### config.mk
export PLATFORM = sky130hd
export DESIGN_NAME = cache_fill_fsm
export DESIGN_NICKNAME = d
export VERILOG_FILES = /design/src/rtl/cache_pkg.sv /design/src/rtl/cache_fill_fsm_word_counter.sv /design/src/rtl/cache_fill_fsm.sv
export SDC_FILE = /design/constraint.sdc
export NUM_CORES = 1
export LEC_CHECK = 0
export ABC_AREA = 1
export BUFFER_PORTS_ARGS = -buffer_cell sky130_fd_sc_hd__buf_2
export CELL_PAD_IN_SITES_DETAIL_PLACEMENT = 0
export CELL_PAD_IN_SITES_GLOBAL_PLACEMENT = 2
export CORE_UTILIZATION = 22
export DETAILED_ROUTE_END_ITERATION = 16
export MAX_ROUTING_LAYER = met4
export PLACE_DENSITY = 0.9
export RECOVER_POWER = 50
export SLEW_MARGIN = 20
export SYNTH_ARGS = -nofsm -noshare
export SYNTH_HDL_FRONTEND = slang
export SYNTH_SLANG_ARGS = --single-unit
### constraint.sdc
create_clock -name clk -period 1.64 [get_ports clk]
set_input_delay 0.082 -clock clk [delete_from_list [all_inputs] [get_ports clk]]
set_output_delay 0.082 -clock clk [all_outputs]
set_load 0.01 [all_outputs]
### src/rtl/cache_pkg.sv
// Shared definitions for the cache block fill controller: state encoding,
// block geometry and the address alignment helper.
package cache_pkg;

    typedef enum logic {
        IDLE = 1'b0,
        FILL = 1'b1
    } fill_state_e;

    localparam int BLOCK_WORDS = 8;
    localparam int OFFSET_BITS = 3;
    localparam int CNT_W       = 4;

    // A block is 16 bytes, so the low four byte-address bits are the offset.
    localparam logic [15:0] BLOCK_MASK = 16'hFFF0;

    function automatic logic [15:0] block_base(input logic [15:0] addr);
        return addr & BLOCK_MASK;
    endfunction

endpackage

### src/rtl/cache_fill_fsm_word_counter.sv
// Saturating word counter used to track requests issued and words received
// during a block fill. Counts up to MAX and then holds.
module word_counter #(
    parameter int W   = 4,
    parameter int MAX = 8
) (
    input  logic         clk_i,
    input  logic         rst_ni,
    input  logic         clr_i,
    input  logic         inc_i,
    output logic [W-1:0] cnt_o
);

    localparam logic [W-1:0] MAX_V = W'(MAX);
    localparam logic [W-1:0] ONE_V = {{(W-1){1'b0}}, 1'b1};

    logic [W-1:0] cnt_q;
    logic [W-1:0] cnt_d;

    // Next count: clear wins over increment, increment stops at MAX.
    always_comb begin
        cnt_d = cnt_q;
        if (clr_i) begin
            cnt_d = {W{1'b0}};
        end else if (inc_i && (cnt_q < MAX_V)) begin
            cnt_d = cnt_q + ONE_V;
        end else begin
            cnt_d = cnt_q;
        end
    end

    // Count register with asynchronous clear.
    always_ff @(posedge clk_i or negedge rst_ni) begin
        if (!rst_ni) begin
            cnt_q <= {W{1'b0}};
        end else begin
            cnt_q <= cnt_d;
        end
    end

    assign cnt_o = cnt_q;

endmodule

### src/rtl/cache_fill_fsm.sv
// Cache miss block-fill controller. On a miss it streams one read request
// per cycle for every word of the block, writes returned words into the data
// array as they arrive (in any timing), and writes the tag with the last word.
module cache_fill_fsm #(
    parameter int BLOCK_WORDS = cache_pkg::BLOCK_WORDS,
    parameter int MEM_LATENCY = 4
) (
    input  logic        clk,
    input  logic        rst,
    input  logic        miss_detected,
    input  logic [15:0] miss_address,
    input  logic        memory_data_valid,
    input  logic [15:0] memory_data,
    output logic        fsm_busy,
    output logic        mem_read_en,
    output logic [15:0] memory_address,
    output logic        write_data_array,
    output logic [7:0]  word_enable,
    output logic [15:0] fill_data,
    output logic        write_tag_array
);

    import cache_pkg::*;

    localparam logic [CNT_W-1:0] CNT_MAX   = CNT_W'(BLOCK_WORDS);
    localparam logic [CNT_W-1:0] LAST_WORD = CNT_W'(BLOCK_WORDS - 1);

    // The datapath widths (8-bit word_enable, 3-bit offset) fix the block size;
    // the memory latency only has to be a real, positive number of cycles.
    if ((BLOCK_WORDS != 8) || (MEM_LATENCY < 1)) begin : g_param_check
        $error("cache_fill_fsm: unsupported BLOCK_WORDS or MEM_LATENCY");
    end

    fill_state_e      state_q;
    fill_state_e      state_d;
    logic [15:0]      base_q;
    logic [15:0]      base_d;
    logic [CNT_W-1:0] issue_cnt_s;
    logic [CNT_W-1:0] recv_cnt_s;
    logic             cnt_clr_s;
    logic             issue_inc_s;
    logic             recv_inc_s;
    logic             busy_s;

    word_counter #(.W(CNT_W), .MAX(BLOCK_WORDS)) u_issue_cnt (
        .clk_i  (clk),
        .rst_ni (rst),
        .clr_i  (cnt_clr_s),
        .inc_i  (issue_inc_s),
        .cnt_o  (issue_cnt_s)
    );

    word_counter #(.W(CNT_W), .MAX(BLOCK_WORDS)) u_recv_cnt (
        .clk_i  (clk),
        .rst_ni (rst),
        .clr_i  (cnt_clr_s),
        .inc_i  (recv_inc_s),
        .cnt_o  (recv_cnt_s)
    );

    // Next-state, counter control and per-cycle strobes; issue and receive
    // paths are evaluated independently so they can overlap in any cycle.
    always_comb begin
        state_d          = state_q;
        base_d           = base_q;
        cnt_clr_s        = 1'b0;
        issue_inc_s      = 1'b0;
        recv_inc_s       = 1'b0;
        busy_s           = 1'b0;
        mem_read_en      = 1'b0;
        memory_address   = 16'h0000;
        write_data_array = 1'b0;
        word_enable      = 8'h00;
        fill_data        = 16'h0000;
        write_tag_array  = 1'b0;
        case (state_q)
            IDLE: begin
                if (miss_detected) begin
                    busy_s    = 1'b1;
                    base_d    = block_base(miss_address);
                    cnt_clr_s = 1'b1;
                    state_d   = FILL;
                end else begin
                    state_d   = IDLE;
                end
            end
            FILL: begin
                busy_s = 1'b1;
                if (issue_cnt_s < CNT_MAX) begin
                    mem_read_en    = 1'b1;
                    memory_address = base_q + {11'b000_0000_0000, issue_cnt_s, 1'b0};
                    issue_inc_s    = 1'b1;
                end else begin
                    mem_read_en    = 1'b0;
                    memory_address = 16'h0000;
                end
                if (memory_data_valid) begin
                    write_data_array = 1'b1;
                    word_enable      = 8'b0000_0001 << recv_cnt_s[OFFSET_BITS-1:0];
                    fill_data        = memory_data;
                    recv_inc_s       = 1'b1;
                    if (recv_cnt_s == LAST_WORD) begin
                        write_tag_array = 1'b1;
                        state_d         = IDLE;
                    end else begin
                        state_d         = FILL;
                    end
                end else begin
                    state_d = FILL;
                end
            end
            default: begin
                state_d = IDLE;
            end
        endcase
    end

    // State and block base registers; reset abandons any fill in flight.
    always_ff @(posedge clk or negedge rst) begin
        if (!rst) begin
            state_q <= IDLE;
            base_q  <= 16'h0000;
        end else begin
            state_q <= state_d;
            base_q  <= base_d;
        end
    end

    // Busy may follow the miss input combinationally, so hold it low in reset.
    assign fsm_busy = rst & busy_s;

endmodule

==> results.json, run 1 <==
{
  "run_status": "completed",
  "critPathKind": "reg2out",
  "synth_top_area_share": 0.4062,
  "io_pins": 80,
  "drv_slew": 0,
  "power_per_cell_area_nw_per_um2": 1426,
  "overflow": 0,
  "setup.worst_path.start_class": "flop",
  "ys_ff_latch": 21,
  "period_minus_slack_ns": 1.439,
  "fin_ws_ns": 0.2015,
  "report.final.hold_viol_count": 0,
  "dpl.hpwl_um": 2391,
  "cpMaxStageDelayCell": "dfrtp_1",
  "hold_path.class": "in2reg",
  "synthCells": 190,
  "avgSynthCellArea_um2": 6.809,
  "grt_max_degree": 25,
  "first_pass_iters": 4,
  "area_growth_pct": 36.94,
  "ys_warn_count": 0,
  "synth.area.top_cells": "dfrtp_1 41%, nor2_1 14%, inv_1 12%, nand2_1 9.3%, ha_1 6.8%",
  "drt_iter0_markers": 14,
  "synth_cell_types": 19,
  "die-height_um": 78.69,
  "place.gp.congestion": 0.6801,
  "numPortBuffers": 74,
  "dieArea_um2": 6191,
  "critical_path_arrival_ns": 1.36,
  "antenna_cells": 0,
  "cts_tree": "built",
  "grt_pass1_wl_um": 4961,
  "leakagePower_nw": 1.076,
  "tightest_slew_ns": 0.5150,
  "viasPerCell": 3.834,
  "nNetsFinal": 309,
  "crit_fanout": 18,
  "maxCapViolations": 0,
  "cts_setup_buffers": 0,
  "start_util": 0.2321,
  "cts_root_buf": "clkbuf_8",
  "final_util": 0.3178,
  "cp_slowest_stage_delay_ns": 0.45,
  "cp_cell_sequence": "nand2_2, nor2_1, buf_2",
  "cp.required_ns": 1.56,
  "die_x_um": 78.69,
  "numCtsBuffers": 3,
  "fin_setup_tns_ns": 0,
  "worstSetupEndpointType": "output pin",
  "clkLatencyLatePin_ns": 0.26,
  "synth_nets": 233,
  "vias": 1292,
  "max_freq_mhz": 695.2,
  "clock-sinks": 21,
  "yosysSeqAreaShare": 0.4062,
  "htreeDepth": 1,
  "grt_usage": 0.1053,
  "synthesis.area_um2": 1294,
  "drt-wirelength-per-cell_um": 9.246,
  "clk_pin_slew_ns": 0.08,
  "grt_pass1_vias": 1105,
  "rsz0062_at_grt": "false",
  "antenna_found_initial": 0,
  "dp_slack_ns": 0.3778,
  "row_count": 27,
  "core_area_um2": 5574,
  "finalSetupViolations": 0,
  "drive_above_1_share": 0.2906,
  "skew_ns": 0.0008319,
  "yosys.area.top_type": "dfrtp_1",
  "fin_crit_sh": 0.8771,
  "finalWirelength_um": 3116,
  "relSlewSlack": 0.6567,
  "ir_worst_vdd_mv": 0.6603,
  "drc": 0,
  "postRouteAntennaNets": 0,
  "clockBufferDepth": 2
}
## what timing repair did
item                       in CTS  in global routing
setup endpoints to repair       0                  1
hold buffers                    1                  0
hold endpoints to repair       21                  0
resized for setup               0                  1
## cells in the mapped netlist
cell / n
a21oi_1: 5
buf_2: 4
buf_4: 1
buf_6: 1
conb_1: 1
dfrtp_1: 21
ha_1: 7
inv_1: 42
inv_2: 3
nand2_1: 32
nand2_2: 3
nand2_4: 1
nand3_1: 4
nor2_1: 47
nor2_4: 1
nor3_1: 3
o21ai_0: 8
o21ai_1: 5
o22ai_1: 1
## through the flow
step | instances | power, mW | hold WS (ns) | cell area (um2)
floorplan | 190 | 1.776 | -0.2136 | 1294
global placement | 332 | 2.216 | 0.1337 | 1730
detailed placement | 332 | 2.225 | 0.1192 | 1730
CTS | 337 | 2.579 | 0.006757 | 1785
global route | 337 | 2.813 | 0.01249 | 1772
finish | 337 | 2.526 | 0.009618 | 1772
## registers in the layout (all words and copies together), names as in the netlist
| signal | flops |
|---|---|
| base_q | 12 |
| state_q | 1 |
| u_issue_cnt.cnt_o | 4 |
| u_recv_cnt.cnt_o | 4 |
## logic make-up after synthesis
logic type      after synthesis  share of synthesized area
simple gates                 91                     0.2882
buf+inv                      51                     0.1605
flops                        21                     0.4062
compound gates               19                    0.07447
fa+ha+maj                     7                    0.06770
other cells                   1                   0.002899
## worst max-delay path, delay by kind of cell (launching register included)
family                 cells  cell delay, ns
buffers and inverters      1            0.16
AND/OR/NAND/NOR            2            0.48
flip-flops                 1            0.45
## routing by layer
layer	vias to the layer above	global-route usage	routed length (um)
met1	528	0.1311	1520
li1	698	-	-
met5	-	-	0
met3	5	0.02209	296
met2	61	0.1670	1256
met4	0	0.03889	42
## layout by cell type (no fill, tap or decap)
| cell type | Yosys | routed |
|---|---|---|
| buf_2 | 4 | 67 |
| nor2_1 | 47 | 47 |
| inv_1 | 42 | 44 |
| nand2_1 | 32 | 33 |
| dfrtp_1 | 21 | 21 |
| o21ai_0 | 8 | 9 |
| clkbuf_1 | 0 | 8 |
| ha_1 | 7 | 7 |
| a21oi_1 | 5 | 5 |
| nand3_1 | 4 | 4 |
| o21ai_1 | 5 | 4 |
| nor3_1 | 3 | 3 |
| clkbuf_8 | 0 | 3 |
| nand2_2 | 3 | 2 |
| nand2_4 | 1 | 1 |
| nor2_4 | 1 | 1 |
| inv_2 | 3 | 1 |
| o22ai_1 | 1 | 1 |
| conb_1 | 1 | 1 |
| dlygate4sd3_1 | 0 | 1 |
| buf_4 | 1 | 1 |
| clkbuf_2 | 0 | 1 |
## final timing paths
| kind | start | slack, ns | endpoint | cells past startpoint |
|---|---|---|---|---|
| min in group asynchronous | rst | 0.51 | base_q[10]$_DFFE_PN0P_ | 3 |
| setup / recovery | state_q$_DFF_PN0_ | 0.20 | memory_address[2] | 3 |
| hold / removal | miss_address[10] | 0.01 | base_q[10]$_DFFE_PN0P_ | 3 |
| hold reg to reg | base_q[8]$_DFFE_PN0P_ | 0.51 | base_q[8]$_DFFE_PN0P_ | 2 |
| max in group asynchronous | rst | 0.79 | u_issue_cnt.cnt_o[0]$_DFFE_PN0P_ | 3 |
| setup reg to reg | state_q$_DFF_PN0_ | 0.30 | base_q[12]$_DFFE_PN0P_ | 4 |
## where the power goes
part	switching (mW)	total (mW)	leakage, nW	internal [mW]
registers	0.170	0.943	0.246	0.772
clock network	0.169	0.342	0.0228	0.173
logic	0.762	1.24	0.807	0.479
## area by class of cell
cell class / instances / area, um2
fill: 640 / 3802
multi-input combinational: 118 / 558.0
sequential: 21 / 525.5
timing repair buffer: 77 / 384.1
inverter: 45 / 168.9
tap: 72 / 90.09
clock buffer: 4 / 45.04
Power figures use the tool's default switching activity.
==> run 2, diff against run 1 <==
--- a/config.mk
+++ b/config.mk
@@ -9,8 +9,10 @@
 export BUFFER_PORTS_ARGS = -buffer_cell sky130_fd_sc_hd__buf_2
 export CELL_PAD_IN_SITES_DETAIL_PLACEMENT = 0
 export CELL_PAD_IN_SITES_GLOBAL_PLACEMENT = 2
+export CORE_ASPECT_RATIO = 0.75
 export CORE_UTILIZATION = 22
 export DETAILED_ROUTE_END_ITERATION = 16
+export HOLD_SLACK_MARGIN = 0.02
 export MAX_ROUTING_LAYER = met4
 export PLACE_DENSITY = 0.9
 export RECOVER_POWER = 50
==> run 2 against run 1 <==
Effect of this change:
- clock power fell by 4%
- wire length rose by 1.2%
- setup slack got worse by 0.0084 ns
- combinational power barely moved
- sequential power rose by 0.5%
- first-iteration DRC count rose to 4.6 times the previous value
- non-clock buffer count did not move
- design area rose by 0.35%
- critical path depth rose by 1
- critical endpoint is now base_q[9]$_DFFE_PN0P_
==> results.json, run 2 (synthesized netlist as in run 1, its figures left out) <==
{
  "clk_pin_slew_ns": 0.07,
  "cts_hold_buf": 1,
  "path_common_cell": "inv_1",
  "hold_path.class": "in2reg",
  "drc": 0,
  "path_buf_inv": 2,
  "area_growth_pct": 37.43,
  "nNetsFinal": 309,
  "postRouteAntennaNets": 0,
  "grt_usage": 0.1058,
  "cts_root_buf": "clkbuf_8",
  "die-height_um": 68.41,
  "viasPerCell": 3.879,
  "dp.cells": 335,
  "fin_crit_sh": 0.8823,
  "critPathKind": "reg2reg",
  "instances_no_fill": 340,
  "numPortBuffers": 74,
  "cts_resized": 0,
  "skew_ns": 0.002643,
  "drt_iter0_markers": 65,
  "dieArea_um2": 6195,
  "die_x_um": 90.55,
  "leakagePower_nw": 1.092,
  "first_pass_iters": 4,
  "antenna_found_initial": 0,
  "top_register": "base_q",
  "grt_max_degree": 25,
  "crit_start": "state_q$_DFF_PN0_",
  "io_pins": 80,
  "maxCapViolations": 0,
  "grt_pass1_wl_um": 5085,
  "numCtsBuffers": 3,
  "drt-wirelength-per-cell_um": 9.274,
  "cp_top_family": "buffers and inverters",
  "largest_register_ffs": 12,
  "worstSetupEndpointType": "flop",
  "hold_path_depth": 3,
  "dpl.hpwl_um": 2458,
  "cp_slowest_stage_delay_ns": 0.50,
  "crit_fanout": 24,
  "setup.worst_path.start_class": "flop",
  "cp.required_ns": 1.75,
  "place.gp.congestion": 0.7400,
  "htreeDepth": 1,
  "timing.rr.start": "state_q$_DFF_PN0_",
  "cts_setup_buffers": 0,
  "clockBufferDepth": 2,
  "vias": 1319,
  "row_count": 23,
  "max_freq_mhz": 691.1,
  "grt_pass1_vias": 1135,
  "tightest_slew_ns": 0.6336,
  "fin_setup_tns_ns": 0,
  "start_util": 0.2354,
  "run_status": "completed",
  "report.final.hold_viol_count": 0,
  "fin_ws_ns": 0.1931,
  "rsz0062_at_grt": "false",
  "critical_path_arrival_ns": 1.56,
  "power_per_cell_area_nw_per_um2": 1423,
  "finalSetupViolations": 0,
  "core_area_um2": 5497,
  "ir_worst_vdd_mv": 0.5326,
  "cp_cell_sequence": "inv_1, nand2_2, inv_1, o21ai_0",
  "relSlewSlack": 0.5771,
  "hp-start": "miss_address[11]",
  "cpMaxStageDelayCell": "inv_1",
  "layout_common_cells": "71 x buf_2, 47 x nor2_1, 45 x inv_1",
  "cp_num_cells": 4,
  "drv_slew": 0,
  "final_common_cell": "buf_2",
  "rr_worst_depth": 4,
  "period_minus_slack_ns": 1.447,
  "clock-sinks": 21,
  "antenna_cells": 0,
  "dp_slack_ns": 0.3916,
  "finalWirelength_um": 3153,
  "overflow": 0,
  "clkLatencyLatePin_ns": 0.25,
  "cts_tree": "built",
  "drive_above_1_share": 0.3057
}
==> run 2: changes by cell type in the layout (fill, tap and decap cells not counted), sizes merged <==
| cell | previous run | this run |
|---|---|---|
| buf | 68 | 72 |
| clkbuf | 12 | 8 |
==> run 2: report_power, final <==
group / leakage, nW / total, mW / switching [mW] / internal (mW)
registers: 0.246 / 0.948 / 0.175 / 0.773
clock network: 0.0228 / 0.327 / 0.155 / 0.173
logic: 0.823 / 1.25 / 0.771 / 0.483
==> run 2: path summary, 6_finish.rpt <==
| path | endpoint | slack, ns |
|---|---|---|
| setup / recovery | base_q[9]$_DFFE_PN0P_ | 0.19 |
| hold / removal | base_q[11]$_DFFE_PN0P_ | 0.03 |
| setup reg to reg | base_q[9]$_DFFE_PN0P_ | 0.19 |
| hold reg to reg | base_q[8]$_DFFE_PN0P_ | 0.52 |
| max in group asynchronous | base_q[4]$_DFFE_PN0P_ | 0.82 |
| min in group asynchronous | base_q[15]$_DFFE_PN0P_ | 0.47 |
==> run 2: layout make-up <==
class                   instances  area (um2)
well taps                      75       93.84
fillers                       622        3719
clock buffers                   4       45.04
repair buffers                 77       389.1
flip-flops and latches         21       525.5
inverters                      45       168.9
multi-input cells             118       555.5
==> run 2: metrics by stage <==
step	total power, mW	instance area [um2]	utilization	hold WS (ns)
after global routing	2.797	1778	0.3235	0.02833
after floorplan	1.776	1294	-	-0.2136
after detailed placement	2.243	1734	0.3155	0.09991
after global placement	2.217	1734	0.3155	0.1046
after CTS	2.590	1789	0.3255	0.02418
final	2.529	1778	0.3235	0.03047
==> run 2: routing by layer <==
layer  global-route usage  wire, um
met2               0.1686      1339
met3              0.03667       274
met5                    -         0
met1               0.1321      1529
met4              0.01815        10
==> run 2: worst register-to-register path, stage by stage (launching register included) <==
cell     delay, ns
dfrtp_1       0.43
inv_1         0.09
nand2_2       0.12
inv_1         0.50
o21ai_0       0.17
